$ cat config.mk
export PLATFORM = sky130hd
export DESIGN_NAME = full_adder_bist
export DESIGN_NICKNAME = d
export VERILOG_FILES = /design/src/rtl/full_adder_bist.sv
export SDC_FILE = /design/constraint.sdc
export NUM_CORES = 1
export LEC_CHECK = 0
export BUFFER_PORTS_ARGS = -buffer_cell sky130_fd_sc_hd__buf_2
export CAP_MARGIN = 10
export CORE_MARGIN = 2
export CORE_UTILIZATION = 50
export DETAILED_ROUTE_END_ITERATION = 7
export GPL_ROUTABILITY_DRIVEN = 0
export PLACE_DENSITY = 0.85
export SKIP_CTS_REPAIR_TIMING = 1
export SYNTH_ARGS = -nofsm -noshare
export SYNTH_HDL_FRONTEND = slang
export SYNTH_SLANG_ARGS = --single-unit
$ cat constraint.sdc
create_clock -name clk -period 2.03 [get_ports clk]
set_input_delay 0.406 -clock clk [delete_from_list [all_inputs] [get_ports clk]]
set_output_delay 0.406 -clock clk [all_outputs]
set_load 0.02 [all_outputs]
$ cat src/rtl/full_adder_bist.sv
// Built-in self-test engine for a one-bit full adder: sweeps all eight
// {a,b,cin} vectors, waits a programmable settle time per vector, checks
// sum/cout against the truth table and reports pass, error count and the
// first failing vector.
module full_adder_bist #(
  parameter int unsigned SETTLE_CYCLES = 1  // 1..255, cycles per vector before sampling
) (
  input  logic       clk,
  input  logic       rst,
  input  logic       start,
  output logic       fa_a,
  output logic       fa_b,
  output logic       fa_cin,
  input  logic       fa_sum,
  input  logic       fa_cout,
  output logic       busy,
  output logic       done,
  output logic       pass,
  output logic [3:0] err_count,
  output logic       first_err_valid,
  output logic [2:0] first_err_vec
);

  typedef enum logic [1:0] {
    S_IDLE  = 2'd0,
    S_WAIT  = 2'd1,
    S_CHECK = 2'd2,
    S_DONE  = 2'd3
  } state_t;

  localparam logic [7:0] SETTLE_LD = 8'(SETTLE_CYCLES);

  state_t     state, state_nxt;
  logic [2:0] vec, vec_nxt;
  logic [7:0] settle, settle_nxt;
  logic [3:0] err_nxt;
  logic       fev_nxt;
  logic [2:0] fvec_nxt;
  logic       pass_q, pass_nxt;

  logic       exp_sum, exp_cout, mismatch;

  // Golden truth table for the vector currently driven.
  always_comb begin
    exp_sum  = vec[2] ^ vec[1] ^ vec[0];
    exp_cout = (vec[2] & vec[1]) | (vec[2] & vec[0]) | (vec[1] & vec[0]);
    // Case inequality so an X/Z response from the adder counts as a failure.
    mismatch = (fa_sum !== exp_sum) || (fa_cout !== exp_cout);
  end

  // Next-state and result bookkeeping for the sweep.
  always_comb begin
    state_nxt  = state;
    vec_nxt    = vec;
    settle_nxt = settle;
    err_nxt    = err_count;
    fev_nxt    = first_err_valid;
    fvec_nxt   = first_err_vec;
    pass_nxt   = pass_q;
    case (state)
      S_IDLE: begin
        if (start) begin
          state_nxt  = S_WAIT;
          vec_nxt    = 3'd0;
          settle_nxt = SETTLE_LD;
          err_nxt    = 4'd0;
          fev_nxt    = 1'b0;
          fvec_nxt   = 3'd0;
          pass_nxt   = 1'b0;
        end
      end
      S_WAIT: begin
        // Counter is loaded with SETTLE_CYCLES, so WAIT spans exactly that many cycles.
        settle_nxt = settle - 8'd1;
        if (settle <= 8'd1) state_nxt = S_CHECK;
      end
      S_CHECK: begin
        if (mismatch) begin
          err_nxt = err_count + 4'd1;  // at most 8 checks per sweep, never wraps
          if (!first_err_valid) begin
            fev_nxt  = 1'b1;
            fvec_nxt = vec;
          end
        end
        if (vec == 3'd7) begin
          state_nxt = S_DONE;
        end else begin
          vec_nxt    = vec + 3'd1;
          settle_nxt = SETTLE_LD;
          state_nxt  = S_WAIT;
        end
      end
      S_DONE: begin
        pass_nxt  = (err_count == 4'd0);
        state_nxt = S_IDLE;
      end
      default: state_nxt = S_IDLE;
    endcase
  end

  // State and result registers; reset discards any partial sweep.
  always_ff @(posedge clk) begin
    if (rst) begin
      state           <= S_IDLE;
      vec             <= 3'd0;
      settle          <= 8'd0;
      err_count       <= 4'd0;
      first_err_valid <= 1'b0;
      first_err_vec   <= 3'd0;
      pass_q          <= 1'b0;
    end else begin
      state           <= state_nxt;
      vec             <= vec_nxt;
      settle          <= settle_nxt;
      err_count       <= err_nxt;
      first_err_valid <= fev_nxt;
      first_err_vec   <= fvec_nxt;
      pass_q          <= pass_nxt;
    end
  end

  // Stimulus comes straight from the vector register; status decodes state.
  // pass is presented alongside done and then held by pass_q until the next start.
  always_comb begin
    fa_a   = vec[2];
    fa_b   = vec[1];
    fa_cin = vec[0];
    busy   = (state == S_WAIT) || (state == S_CHECK);
    done   = (state == S_DONE);
    pass   = (state == S_DONE) ? (err_count == 4'd0) : pass_q;
  end

endmodule

==> results.md <==
Placement:
- The worst-case setup slack after placement is 0.0449 ns.
- The quantity of I/O buffers inserted on ports is 18.
- The total half-perimeter wirelength after legalization and detailed placement is 2.11 mm.

Final layout:
- Leaving out fill and tap cells, the most frequent cell in the layout is sky130_fd_sc_hd__dfxtp_1.
- The antenna diode instance count is 0.
- Leaving out fill and tap cells, the most frequent cells in the layout are 21 x sky130_fd_sc_hd__dfxtp_1, 18 x sky130_fd_sc_hd__buf_2, 12 x sky130_fd_sc_hd__a21oi_1.
- After filler insertion, the fill cell instance count of the layout stands at 220.
- The area added between synthesis and finish is 16.0%.
- For this run, the post-layout net count is 182.
- In the final layout, the share of cells above drive strength 1 is 24.8%.
- For this run, the share of the core covered by cells in the final layout is 60.4%.

CTS:
- The clock passes through at most 2 buffers.
- The cell at the root of the clock tree is sky130_fd_sc_hd__clkbuf_4.
- The number of clock sinks is 22.
- Clock-pin slew was measured on the worst setup and hold paths at 0.12 ns.
- In this run the number of H-tree levels came out at 1.
- Counting the buffers created by CTS gives 3.
- Clock latency on the worst-skew pair, taken at its later pin, is 0.30 ns.
- TritonCTS built the clock tree.

Critical path:
- In this run the critical register-to-register path is launched from vec[0].
- The setup slack on the worst flop-to-flop path is 0.14 ns.
- In this run the worst path has a maximum fanout of 6.
- Data on the critical path arrives at its endpoint at 2.14 ns.
- STA puts the critical path data required time at 2.28 ns.
- The worst register-to-register path ends at first_err_vec[0].
- The critical path is of the reg -> reg type.
- The worst setup path is launched from a flip-flop.
- The worst reg-to-reg path cell count is 5.
- The element type at the critical path end is a flip-flop.

Run:
- Across the run, the number of max-cap violations was 0.

Timing:
- Setup repair after global routing left no endpoint under its margin.
- The final-report max-slew violation count is 0.
- The final-layout setup total negative slack is 0 ns.
- For this run, the top clock speed supported by timing is 0.530 GHz.
- The smallest hold slack is 0.463 ns.
- The final period demand of the worst path is 1.89 ns.
- The final count of negative-setup-slack endpoints is 0.
- The worst pin sits at a relative slew slack of 75.3%.
- The clock arrives with 0.00470 ns of skew.
- The share of the clock period used by the worst path is 93.0%.
- The final count of hold timing violations is 0.
- The worst-margin pin slew is 0.369 ns.
- The final worst slack is 0.142 ns.

Hold path:
- The worst hold path endpoint is pass_q.
- The beginning of the worst hold path is rst.
- The worst hold path was traced through 2 stages.
- The tightest min-delay check is of the in -> reg type.

Floorplan:
- The floorplan step set the die width to 54.3 um.
- Row generation in the floorplan step produced 18 rows.
- The initial standard-cell utilization of the core is 52.1%.
- The die extent in y is 54.3 um.
- The floorplan step defined a die boundary enclosing 2950 um^2.
- The I/O pin total is 19.
- The core area is 2430 um^2.

Power and ir drop:
- The total power is 1.75 mW.
- The maximum vdd drop is 0.832 mV.
- The switching power total is 0.731 mW.
- In this run the static leakage power is 0.644 nW.
- The combinational share of power is 51.5%.
- The power per standard cell area is 1190 nW/um^2.
- The switching part of the total is 41.8%.
- The cell-internal power is 1.02 mW.
- Per report_power, the sequential group accounts for 34.9% of the total.
- Per report_power, the clock group accounts for 13.6% of the total.

Synth:
- The count of different cell masters after synthesis is 46.
- The largest area contributor in the synthesized netlist is sky130_fd_sc_hd__dfxtp_1.
- The cell area that synthesis handed to floorplanning was 1270 um^2.
- Yosys mapped a number of flops with a built-in enable equal to 0.
- The number of register bits inferred by synthesis is 22.
- By area the synthesized netlist is led by sky130_fd_sc_hd__dfxtp_1 35%, sky130_fd_sc_hd__ha_1 9.9%, sky130_fd_sc_hd__a21oi_1 4.7%.
- Synthesis produced a netlist with a net count of 159.
- For this run, the leading register cell type out of synthesis is sky130_fd_sc_hd__dfxtp_1.
- The share of synthesized registers carrying an async set or reset is 0%.
- The area share of the largest cell type after synthesis is 34.8%.
- The warning count from the yosys run is 0.
- The part of the Yosys area used for sequential elements is 34.8%.
- The mean area per synthesized cell is 8.85 um^2.
- The cell count after synthesis came out at 143.

GRT:
- The pin count of the biggest net entering global routing is 17.
- The number of global-route vias before repair came to 1075.
- The initial antenna violation count is 0.
- For this run the aggregate overflow at the end of global routing stands at 0.
- The overall global routing resource usage is 20.1%.
- The wire length of the first global-routing pass is 4.40 mm.

Status:
- The run finished with clean final reports.

Drt:
- The detailed router's first-iteration violation count is 25.
- The amount of wire on met3 after detailed routing is 91 um.
- The detailed-routing iteration count for the pre-antenna-repair pass is 4.
- The total routed wirelength is 2.68 mm.
- In the routed design, unresolved DRC markers number 0.
- In the detailed route, the total length drawn on met2 is 1.45 mm.
- The detailed router put a total of 1.13 mm of wire on met1.
- For this block, the via count after detailed routing is 1145.
- After detailed routing, the average wire length per cell comes to 13.8 um.
- Using the TritonRoute via totals, the vias-per-cell ratio works out to 5.87.
- The final antenna-violating net count is 0.
- Signal routing reaches up to met4.
[cell usage after synthesis (2+ instances only)]
library cell	instances
sky130_fd_sc_hd__nor2_1	11
sky130_fd_sc_hd__a22o_1	3
sky130_fd_sc_hd__xnor2_1	2
sky130_fd_sc_hd__a21oi_1	12
sky130_fd_sc_hd__nand4_1	4
sky130_fd_sc_hd__nor4_1	4
sky130_fd_sc_hd__inv_1	9
sky130_fd_sc_hd__buf_2	2
sky130_fd_sc_hd__nor3_1	3
sky130_fd_sc_hd__nand2_1	9
sky130_fd_sc_hd__o31ai_1	2
sky130_fd_sc_hd__clkbuf_1	5
sky130_fd_sc_hd__ha_1	10
sky130_fd_sc_hd__dfxtp_1	22
sky130_fd_sc_hd__xor2_1	3
sky130_fd_sc_hd__a31oi_1	2
sky130_fd_sc_hd__a22oi_1	2
sky130_fd_sc_hd__nand3_1	4
sky130_fd_sc_hd__o21ai_0	4
sky130_fd_sc_hd__or3_1	2
sky130_fd_sc_hd__and3_1	3
[power groups by stage]
stage | logic, mW | clock network, mW | registers [mW]
3_3_place_gp | 0.862 | 0 | 0.609
3_5_place_dp | 0.899 | 0 | 0.620
5_1_grt | 1.01 | 0.259 | 0.627
4_1_cts | 0.904 | 0.246 | 0.610
2_1_floorplan | 0.686 | 0 | 0.605
6_report | 0.900 | 0.238 | 0.611
[through the flow]
stage               instances  instance area [um^2]
floorplan                 143                  1270
global placement          191                  1420
detailed placement        191                  1420
CTS                       195                  1450
global route              195                  1470
finish                    195                  1470
[critical path, cell delays in order (launching register included)]
cell and delay [ns]:
sky130_fd_sc_hd__dfxtp_1 0.44, sky130_fd_sc_hd__fa_1 0.47, sky130_fd_sc_hd__xnor2_1 0.17, sky130_fd_sc_hd__and2_1 0.24
sky130_fd_sc_hd__nor4_2 0.34, sky130_fd_sc_hd__a22o_1 0.19
[state kept, by name, summed over array words and instances (netlist names)]
| register | cells |
|---|---|
| err_count | 4 |
| state | 2 |
| first_err_vec | 3 |
| vec | 3 |
| settle | 8 |
| pass_q | 1 |
| first_err_valid | 1 |
[kinds of logic after synthesis]
logic type	Yosys count	synth area share, %
buffers and inverters	16	4.94
AND/OR/NAND/NOR	50	21.1
flip-flops	22	34.8
XOR/XNOR	5	3.46
adder cells (fa/ha/maj)	11	11.5
AO/OA/AOI/OAI	37	22.5
multiplexers	2	1.68
[how the worst max path moves through the flow]
stage	from	cells after the start	endpoint
3_5_place_dp	vec[0]	5	first_err_vec[0]
3_3_place_gp	vec[0]	5	first_err_vec[0]
5_1_grt	vec[1]	5	first_err_vec[0]
2_1_floorplan	vec[0]	6	first_err_vec[0]
4_1_cts	vec[0]	5	first_err_vec[0]
6_report	vec[0]	5	first_err_vec[0]
[area by class of cell]
| cell class | instances | area [um^2] | share of cell area, % |
|---|---|---|---|
| clock buffer | 4 | 36.3 | 2.47 |
| tap | 30 | 37.5 | 2.56 |
| sequential | 22 | 442 | 30.1 |
| inverter | 9 | 33.8 | 2.30 |
| timing repair buffer | 25 | 143 | 9.71 |
| multi-input combinational | 105 | 777 | 52.9 |
[metal layers]
layer | vias to the layer above | track usage [%]
met2 | 26 | 37.8
li1 | 575 | -
met3 | 2 | 2.46
met4 | 0 | 6.25
met5 | - | 0
met1 | 542 | 23.5
(Power assumes the default switching activity.)
